===== config.mk =====
export PLATFORM = sky130hd
export DESIGN_NAME = aes128_key_schedule
export DESIGN_NICKNAME = d
export VERILOG_FILES = /design/src/rtl/aes128_pkg.sv /design/src/rtl/aes_sbox_byte.sv /design/src/rtl/aes128_key_schedule.sv
export SDC_FILE = /design/constraint.sdc
export NUM_CORES = 1
export LEC_CHECK = 0
export BUFFER_PORTS_ARGS = -buffer_cell sky130_fd_sc_hd__buf_4
export CAP_MARGIN = 20
export CORE_MARGIN = 3
export CORE_UTILIZATION = 45
export DETAILED_ROUTE_END_ITERATION = 12
export PLACE_DENSITY = 0.68
export REMOVE_ABC_BUFFERS = 1
export SYNTH_ARGS = -nofsm -noshare
export SYNTH_HDL_FRONTEND = slang
export SYNTH_SLANG_ARGS = --single-unit

===== constraint.sdc =====
create_clock -name clk -period 3.75 [get_ports clk]
set_input_delay 0.5625 -clock clk [delete_from_list [all_inputs] [get_ports clk]]
set_output_delay 0.5625 -clock clk [all_outputs]
set_load 0.05 [all_outputs]

===== src/rtl/aes128_pkg.sv =====
// Shared AES-128 definitions: word/block types, key-schedule FSM states,
// round constants and the forward S-box table.
package aes128_pkg;

    localparam int AES_ROUNDS = 10;
    localparam int AES_KEY_W  = 128;

    typedef logic [31:0]  word_t;
    typedef logic [127:0] block_t;

    typedef enum logic [0:0] {
        IDLE = 1'b0,
        EMIT = 1'b1
    } ks_state_t;

    // Entry i holds the round constant for round i+1.
    localparam logic [7:0] RCON [0:9] = '{
        8'h01, 8'h02, 8'h04, 8'h08, 8'h10, 8'h20, 8'h40, 8'h80, 8'h1b, 8'h36
    };

    localparam logic [7:0] SBOX [0:255] = '{
        8'h63, 8'h7c, 8'h77, 8'h7b, 8'hf2, 8'h6b, 8'h6f, 8'hc5, 8'h30, 8'h01, 8'h67, 8'h2b, 8'hfe, 8'hd7, 8'hab, 8'h76,
        8'hca, 8'h82, 8'hc9, 8'h7d, 8'hfa, 8'h59, 8'h47, 8'hf0, 8'had, 8'hd4, 8'ha2, 8'haf, 8'h9c, 8'ha4, 8'h72, 8'hc0,
        8'hb7, 8'hfd, 8'h93, 8'h26, 8'h36, 8'h3f, 8'hf7, 8'hcc, 8'h34, 8'ha5, 8'he5, 8'hf1, 8'h71, 8'hd8, 8'h31, 8'h15,
        8'h04, 8'hc7, 8'h23, 8'hc3, 8'h18, 8'h96, 8'h05, 8'h9a, 8'h07, 8'h12, 8'h80, 8'he2, 8'heb, 8'h27, 8'hb2, 8'h75,
        8'h09, 8'h83, 8'h2c, 8'h1a, 8'h1b, 8'h6e, 8'h5a, 8'ha0, 8'h52, 8'h3b, 8'hd6, 8'hb3, 8'h29, 8'he3, 8'h2f, 8'h84,
        8'h53, 8'hd1, 8'h00, 8'hed, 8'h20, 8'hfc, 8'hb1, 8'h5b, 8'h6a, 8'hcb, 8'hbe, 8'h39, 8'h4a, 8'h4c, 8'h58, 8'hcf,
        8'hd0, 8'hef, 8'haa, 8'hfb, 8'h43, 8'h4d, 8'h33, 8'h85, 8'h45, 8'hf9, 8'h02, 8'h7f, 8'h50, 8'h3c, 8'h9f, 8'ha8,
        8'h51, 8'ha3, 8'h40, 8'h8f, 8'h92, 8'h9d, 8'h38, 8'hf5, 8'hbc, 8'hb6, 8'hda, 8'h21, 8'h10, 8'hff, 8'hf3, 8'hd2,
        8'hcd, 8'h0c, 8'h13, 8'hec, 8'h5f, 8'h97, 8'h44, 8'h17, 8'hc4, 8'ha7, 8'h7e, 8'h3d, 8'h64, 8'h5d, 8'h19, 8'h73,
        8'h60, 8'h81, 8'h4f, 8'hdc, 8'h22, 8'h2a, 8'h90, 8'h88, 8'h46, 8'hee, 8'hb8, 8'h14, 8'hde, 8'h5e, 8'h0b, 8'hdb,
        8'he0, 8'h32, 8'h3a, 8'h0a, 8'h49, 8'h06, 8'h24, 8'h5c, 8'hc2, 8'hd3, 8'hac, 8'h62, 8'h91, 8'h95, 8'he4, 8'h79,
        8'he7, 8'hc8, 8'h37, 8'h6d, 8'h8d, 8'hd5, 8'h4e, 8'ha9, 8'h6c, 8'h56, 8'hf4, 8'hea, 8'h65, 8'h7a, 8'hae, 8'h08,
        8'hba, 8'h78, 8'h25, 8'h2e, 8'h1c, 8'ha6, 8'hb4, 8'hc6, 8'he8, 8'hdd, 8'h74, 8'h1f, 8'h4b, 8'hbd, 8'h8b, 8'h8a,
        8'h70, 8'h3e, 8'hb5, 8'h66, 8'h48, 8'h03, 8'hf6, 8'h0e, 8'h61, 8'h35, 8'h57, 8'hb9, 8'h86, 8'hc1, 8'h1d, 8'h9e,
        8'he1, 8'hf8, 8'h98, 8'h11, 8'h69, 8'hd9, 8'h8e, 8'h94, 8'h9b, 8'h1e, 8'h87, 8'he9, 8'hce, 8'h55, 8'h28, 8'hdf,
        8'h8c, 8'ha1, 8'h89, 8'h0d, 8'hbf, 8'he6, 8'h42, 8'h68, 8'h41, 8'h99, 8'h2d, 8'h0f, 8'hb0, 8'h54, 8'hbb, 8'h16
    };

    // Round constant for a 1-based round number; 0 outside 1..10.
    function automatic logic [7:0] rcon_of(input logic [3:0] round);
        logic [3:0] idx;
        idx = round - 4'd1;
        if ((round >= 4'd1) && (round <= 4'(AES_ROUNDS)))
            return RCON[idx];
        return 8'h00;
    endfunction

endpackage


===== src/rtl/aes_sbox_byte.sv =====
// Combinational AES forward S-box for a single byte.
module aes_sbox_byte
    import aes128_pkg::*;
(
    input  logic [7:0] a,
    output logic [7:0] y
);

    assign y = SBOX[a];

endmodule


===== src/rtl/aes128_key_schedule.sv =====
// Iterative AES-128 key expansion: emits round keys 0..10 one per
// rk_valid/rk_ready handshake and holds the round-10 key on last_key.
module aes128_key_schedule
    import aes128_pkg::*;
#(
    parameter int NUM_ROUNDS = 10,
    parameter int KEY_W      = 128
) (
    input  logic             clk,
    input  logic             rst_n,
    input  logic             start,
    input  logic [KEY_W-1:0] key_in,
    output logic             busy,
    output logic             rk_valid,
    input  logic             rk_ready,
    output logic [3:0]       rk_round,
    output logic [KEY_W-1:0] round_key,
    output logic [KEY_W-1:0] last_key,
    output logic             done
);

    generate
        if ((NUM_ROUNDS != AES_ROUNDS) || (KEY_W != AES_KEY_W)) begin : g_bad_params
            $error("aes128_key_schedule supports only NUM_ROUNDS=10 and KEY_W=128");
        end
    endgenerate

    localparam logic [3:0] LAST_ROUND = 4'(NUM_ROUNDS);

    ks_state_t state;

    word_t      w0, w1, w2, w3;
    word_t      rot_w, sub_w, temp;
    word_t      n0, n1, n2, n3;
    logic [3:0] next_round;
    logic [7:0] rcon;
    block_t     next_key;

    assign {w0, w1, w2, w3} = round_key;
    assign rot_w            = {w3[23:0], w3[31:24]};

    generate
        for (genvar i = 0; i < 4; i++) begin : g_subword
            aes_sbox_byte u_sbox (
                .a (rot_w[8*i +: 8]),
                .y (sub_w[8*i +: 8])
            );
        end
    endgenerate

    assign next_round = rk_round + 4'd1;
    assign rcon       = rcon_of(next_round);
    assign temp       = sub_w ^ {rcon, 24'h000000};
    assign n0         = w0 ^ temp;
    assign n1         = w1 ^ n0;
    assign n2         = w2 ^ n1;
    assign n3         = w3 ^ n2;
    assign next_key   = {n0, n1, n2, n3};

    always_ff @(posedge clk or negedge rst_n) begin
        if (!rst_n) begin
            state     <= IDLE;
            busy      <= 1'b0;
            rk_valid  <= 1'b0;
            rk_round  <= 4'd0;
            round_key <= '0;
            last_key  <= '0;
            done      <= 1'b0;
        end else begin
            // NOTE: non-blocking everywhere here, so every branch reads the
            // pre-edge round_key/rk_round and the default below is overridable.
            done <= 1'b0;
            case (state)
                IDLE: begin
                    if (start) begin
                        round_key <= key_in;
                        rk_round  <= 4'd0;
                        rk_valid  <= 1'b1;
                        busy      <= 1'b1;
                        state     <= EMIT;
                    end
                end
                EMIT: begin
                    if (rk_valid && rk_ready) begin
                        if (rk_round == LAST_ROUND) begin
                            last_key <= round_key;
                            done     <= 1'b1;
                            rk_valid <= 1'b0;
                            busy     <= 1'b0;
                            state    <= IDLE;
                        end else begin
                            round_key <= next_key;
                            rk_round  <= next_round;
                        end
                    end
                end
                default: state <= IDLE;
            endcase
        end
    end

endmodule


Word-level counts from Yosys, hierarchy flattened
Memories as Yosys holds them, arrays and structs flattened.
Cells that the tools add are included.
{"block": "totals", "latchBits": 0, "ram_bits": 0, "rom_bits": 8320, "out_inout_bits": 263, "memories": 5, "reg_bits": 263, "inputBits": 132}
{"name": "(no name shown)", "depth": 256, "word_bits": 8, "rd": 1, "rd_clocked_by_memory_dff": 0, "write_ports": 0, "line_no": "aes_sbox_byte.sv:9", "source": "assign y = SBOX[a];"}
{"name": "(no name shown)", "depth": 256, "word_bits": 8, "rd": 1, "rd_clocked_by_memory_dff": 0, "write_ports": 0, "line_no": "aes_sbox_byte.sv:9"}
{"name": "(no name shown)", "depth": 256, "word_bits": 8, "rd": 1, "rd_clocked_by_memory_dff": 0, "write_ports": 0, "line_no": "aes_sbox_byte.sv:9"}
{"name": "(no name shown)", "depth": 256, "word_bits": 8, "rd": 1, "rd_clocked_by_memory_dff": 0, "write_ports": 0, "line_no": "aes_sbox_byte.sv:9"}
{"name": "(no name shown)", "depth": 16, "word_bits": 8, "rd": 1, "rd_clocked_by_memory_dff": 0, "write_ports": 0, "line_no": "aes128_pkg.sv:45", "source": "return RCON[idx];"}
{"block": "classes", "shifts": 0, "n_lt_le_gt_ge": 7, "bitwise_logic": 11, "n_mux": 32, "addsub": 2, "multipliers": 0, "eq_ne": 5, "div": 0, "n_reduce_logical": 5}
{"op": "$mux 128", "count": 3}
{"op": "$pmux 128 s2", "count": 1}
{"op": "$xor 32x32->32", "count": 5}
{"op": "$mux 8", "count": 12}
{"op": "$ge 9x9->1 const B", "count": 4}
{"op": "$not 8->9", "count": 4}
{"op": "$mux 4", "count": 3}
{"op": "$mux 1", "count": 10}
{"op": "$reduce_and 3->1", "count": 3}
{"op": "$pmux 4 s2", "count": 1}
{"op": "$ge 5x5->1 const B", "count": 1}
{"op": "$not 4->5", "count": 1}
{"op": "$add 4x1->4 const B", "count": 1}
{"op": "$eq 4x4->1 const B", "count": 1}
{"op": "$ge 4x1->1 const B", "count": 1}
{"op": "$le 4x4->1 const B", "count": 1}
{"op": "$ne 2x1->1 const B", "count": 2}
{"op": "$ne 2x2->1 const B", "count": 2}
{"op": "$pmux 1 s2", "count": 2}
{"op": "$sub 4x1->4 const B", "count": 1}
{"op": "$logic_and 1x1->1", "count": 2}
{"op": "$not 1->1", "count": 1}

Depth between registers and ports, before layout
{"block": "logic_depth", "word_depth": 16, "depth_mapped": 16, "depth_no_buf": 11}

By module
From an unflattened synthesis, not the netlist that was laid out.
{"block": "hier_totals", "cells_unflattened": 3315, "hier_area_um2": 26225.2}
{"module": "aes128_key_schedule", "instances": 1, "area_per_inst_um2": 13508.0, "cells_each": 1287}
{"module": "aes_sbox_byte", "instances": 4, "area_per_inst_um2": 3179.3, "cells_each": 507}

Least setup slack after synthesis
No wires, ideal clock.
{"block": "synth_path", "path_kind": "register to register", "startpoint": "reg round_key[1]", "endpoint": "reg round_key[15]", "arrival_ns": 4.035, "period_less_slack_ns": 4.161, "setup_time_ns": 0.126, "stages_incl_launch_ff": 15, "setup_slack_ns": -0.411, "required_ns": 3.624, "path_cell_list": "dfrtp_1 > buf_2 > buf_2 > inv_1 > clkbuf_1 > ha_1 > buf_2 > nor2_1 > mux4_2 > mux4_2 > a21oi_1 > a221oi_2 > xnor2_1 > xor3_1 > o311a_1"}
{"block": "synth_via", "elab_chain_cells": 12}
{"item": "start: declaration", "line_no": "aes128_key_schedule.sv:17", "source": "output logic [KEY_W-1:0] round_key,"}
{"item": "start signal: assignment", "line_no": "aes128_key_schedule.sv:76", "source": "round_key <= key_in;"}
{"item": "start signal: assignment", "line_no": "aes128_key_schedule.sv:92", "source": "round_key <= next_key;"}
{"item": "$not 8->9 (implied by the code)", "line_no": "aes_sbox_byte.sv:9"}
{"item": "$mem_v2 256x8"}
{"item": "$mux 8 (implied by the code) (2 in series)", "line_no": "aes_sbox_byte.sv:9"}
{"item": "$xor 32x32->32", "line_no": "aes128_key_schedule.sv:53", "source": "assign temp = sub_w ^ {rcon, 24'h000000};"}
{"item": "$xor 32x32->32", "line_no": "aes128_key_schedule.sv:54", "source": "assign n0 = w0 ^ temp;"}
{"item": "$xor 32x32->32", "line_no": "aes128_key_schedule.sv:55", "source": "assign n1 = w1 ^ n0;"}
{"item": "$xor 32x32->32", "line_no": "aes128_key_schedule.sv:56", "source": "assign n2 = w2 ^ n1;"}
{"item": "$xor 32x32->32", "line_no": "aes128_key_schedule.sv:57", "source": "assign n3 = w3 ^ n2;"}
{"item": "$mux 128", "line_no": "aes128_key_schedule.sv:85", "source": "if (rk_round == LAST_ROUND) begin"}
{"item": "$mux 128", "line_no": "aes128_key_schedule.sv:84", "source": "if (rk_valid && rk_ready) begin"}
{"item": "$pmux 128 s2", "line_no": "aes128_key_schedule.sv:73", "source": "case (state)"}
No other way between the ends. The select of a mux whose other input is x is not followed.
A chain may end at the register's enable or synchronous reset.

Final worst setup path
{"block": "layout_path", "startpoint": "reg round_key[19]", "endpoint": "reg round_key[29]"}
Same word-level chain as after synthesis.

==> results.py <==
metrics = {
    "global_route": {
        "grt.overflow.total": 0,
        "grt_start_max_net_pins": 114,
        "grtUsageTotal_pct": 38.0,
        "number_of_global_route_vias_before_repair": 29600,
        "antenna_found_initial": 6,
        "global_route_wire_length_before_repair_mm": 196,
    },
    "logic_synthesis": {
        "ys_top_cells_by_area": "dfrtp_1 23%, mux2_2 5.8%, mux4_2 5.3%",
        "synthesis.instances": 3445,
        "mappedNetlistArea_um2": 28200,
        "synth_ff_type": "dfrtp_1",
        "seq_area_frac_synth_pct": 23.3,
        "synth.most_common_cell": "nand2_1",
        "synth_seq_cells": 263,
        "post-synth-top-area-cell": "dfrtp_1",
        "synth.cells.most_frequent": "269 x nand2_1, 263 x dfrtp_1, 235 x o21ai_0, 234 x nor2_1, 233 x a21oi_1",
        "synthesis.area_per_instance_um2": 8.19,
        "ys_warns": 0,
        "asyncSetResetFlopFracSynth_pct": 100,
        "synth_edf_count": 0,
        "synth_largest_type_area_fraction_pct": 23.3,
        "synth_cell_type_count": 111,
    },
    "cts": {
        "clk_root_buffer_cell": "clkbuf_16",
        "worstSkewPairLatency_ns": 0.62,
        "cts.repair_timing.setup_buffer_count": 0,
        "cts_tree": "built",
        "worst_setup_hold_path_clk_slew_ns": 0.06,
        "max-clock-path-buffers": 3,
        "cts_buffers": 31,
        "htree_num_levels": 1,
        "cts_num_sinks": 263,
    },
    "run_status": {
        "status": "complete, no violations",
    },
    "sta": {
        "timing.final.setup_violations": 0,
        "post-route-min-period_ns": 3.64,
        "layout_worst_path_cycle_share_pct": 97.1,
        "max_freq_mhz": 275,
        "finalHoldWorstSlack_ns": 0.176,
        "clock_skew_ns": 0.0247,
        "timing.max_slew.rel_slack_pct": 25.3,
        "transition_at_the_pin_with_the_smallest_max_transition_slack_ns": 1.12,
        "setup-tns-final_ns": 0,
        "timing_max_transition_violations_final": 0,
        "timing_hold_violations_final": 0,
    },
    "setup_path": {
        "worst_r2r_startpoint": "round_key[19]",
        "crit_required_ns": 4.23,
        "crit_path_max_fanout": 113,
        "worstSetupStartpointType": "flop",
        "worstSetupStartpoint": "round_key[19]",
        "cp-end-kind": "flop",
        "worst-endpoint-arrival_ns": 4.12,
        "r2r.worst_path.cells": 10,
        "worst_setup_path_endpoint": "round_key[29]",
        "reg2reg_to": "round_key[29]",
        "timing_worst_setup_path_type": "reg -> reg",
        "regToRegSetupSlack_ns": 0.11,
    },
    "drt": {
        "detailedRoute.firstIterationViolations": 4376,
        "dr.pass1.iters": 6,
        "drt-vias-per-instance": 6.72,
        "route.antenna.remaining_nets": 0,
        "post-route-drc-count": 0,
        "finalWirelength_mm": 131,
        "avgRoutedWirePerCell_um": 27.9,
        "via_count": 31600,
    },
    "floorplan": {
        "num_rows": 91,
        "initial_core_util_pct": 45.6,
        "die_height_um": 256,
        "fp.dieW_um": 256,
        "dieArea_um2": 65700,
        "coreArea_um2": 61800,
        "top_level_ports": 395,
    },
    "layout": {
        "final_layout_size_suffix_gt1_share_pct": 29.1,
        "nNetsFinal": 4036,
        "layoutNonFillerInstCount": 4697,
        "area_delta_synth_final_pct": 22.7,
        "layout.cell_area.non_filler_um2": 34600,
    },
    "power_and_ir_drop": {
        "cellPowerDensity_nw_per_um2": 213,
        "leakagePower_nw": 15.3,
        "irDropWorstVdd_mv": 0.331,
    },
    "placement": {
        "place.detailed.instances": 4641,
        "routabilityCongestion": 1.03,
        "io_buffers": 394,
        "hpwlAfterDp_mm": 95.8,
        "placed_cell_areas_um2": 33500,
    },
    "hold_path": {
        "worst_hold_path_type": "in -> reg",
    },
    "job": {
        "drv_cap": 0,
    },
}
## repair_timing
| item | 4_1_cts | 5_1_grt |
|---|---|---|
| resized for setup | 1 | 21 |
| endpoints found under the hold margin | 48 | 0 |
| hold buffers | 1 | 0 |
| endpoints found under the setup margin | 1 | 25 |
## sequential cells by signal, indices dropped and copies added (netlist names)
name       flops
round_key    128
done           1
rk_valid       1
rk_round       4
last_key     128
state          1
## per-layer routing
layer	global-route usage (%)	share of wire, %	up-vias
met1	52.7	41	15400
met5	0	0.018	-
met4	16.1	5.1	4
li1	-	-	13700
met3	7.51	10	402
met2	57.7	43	2074
## logic make-up after synthesis
kind of cell	after synthesis	synth area share, %
compound gates	1137	27.6
xor+xnor	138	5.64
fa+ha+maj	66	2.93
buf+inv	448	7.08
flops	263	23.3
mux	290	13.9
simple gates	1103	19.5
## how the worst min path moves through the flow
stage	slack (ns)	end	start	depth (start not counted)
global placement	0.49	last_key[81]	last_key[81]	1
floorplan	0.27	done	rst_n	0
global route	0.18	round_key[115]	key_in[115]	2
finish	0.18	round_key[38]	key_in[38]	3
CTS	0.15	round_key[38]	key_in[38]	3
detailed placement	0.50	last_key[9]	last_key[9]	1
## worst max-delay path, stage by stage (launching register included)
cell and delay [ns]:
dfrtp_4 0.43, buf_12 0.34, buf_4 0.32, nor2_1 0.07, a2111oi_0 0.49, buf_4 0.20
a2111oi_2 0.04, a211oi_1 0.54, a21oi_4 0.10, xnor3_1 0.51, o311a_1 0.33
## power by group
part,total (mW),leakage [nW],switching [mW],internal (mW)
combinational,1.42,11.4,0.808,0.608
sequential,2.91,3.42,0.0513,2.86
clock,3.04,0.472,1.27,1.78
total,7.38,15.3,2.13,5.25
## layout make-up
type                       count  area (um^2)
fill                        5834        27200
multi-input combinational   2734        19800
sequential                   263         6620
timing repair buffer         746         5970
tap                          837         1050
clock buffer                  44          865
inverter                      62          233
clock inverter                 7          115
antenna                        4         10.0
## per-stage QoR
step	power [mW]	utilization [%]	setup WS [ns]
final	7.38	56.0	0.110
after global routing	7.64	56.0	-0.0000333
after CTS	7.41	55.9	0.0918
after detailed placement	4.35	54.3	0.0294
after global placement	4.35	54.3	0.0353
after floorplan	3.71	-	-4.88
## placed cells by master, fill, tap and decap left out, types with 39 or more instances in the layout
cell type	instances
a21oi_1	232
mux2i_1	78
nor2b_1	92
nand3_1	107
o21ai_0	235
dfrtp_1	245
xnor2_1	72
nor3_1	113
o22ai_1	56
o211ai_1	63
a31oi_1	66
nand2_1	267
o31ai_1	39
nor2_1	229
mux2_2	146
buf_4	715
a211oi_1	57
ha_1	61
inv_1	43
o311ai_0	39
nand2b_1	87
mux4_2	66
(Power assumes the default switching activity.)
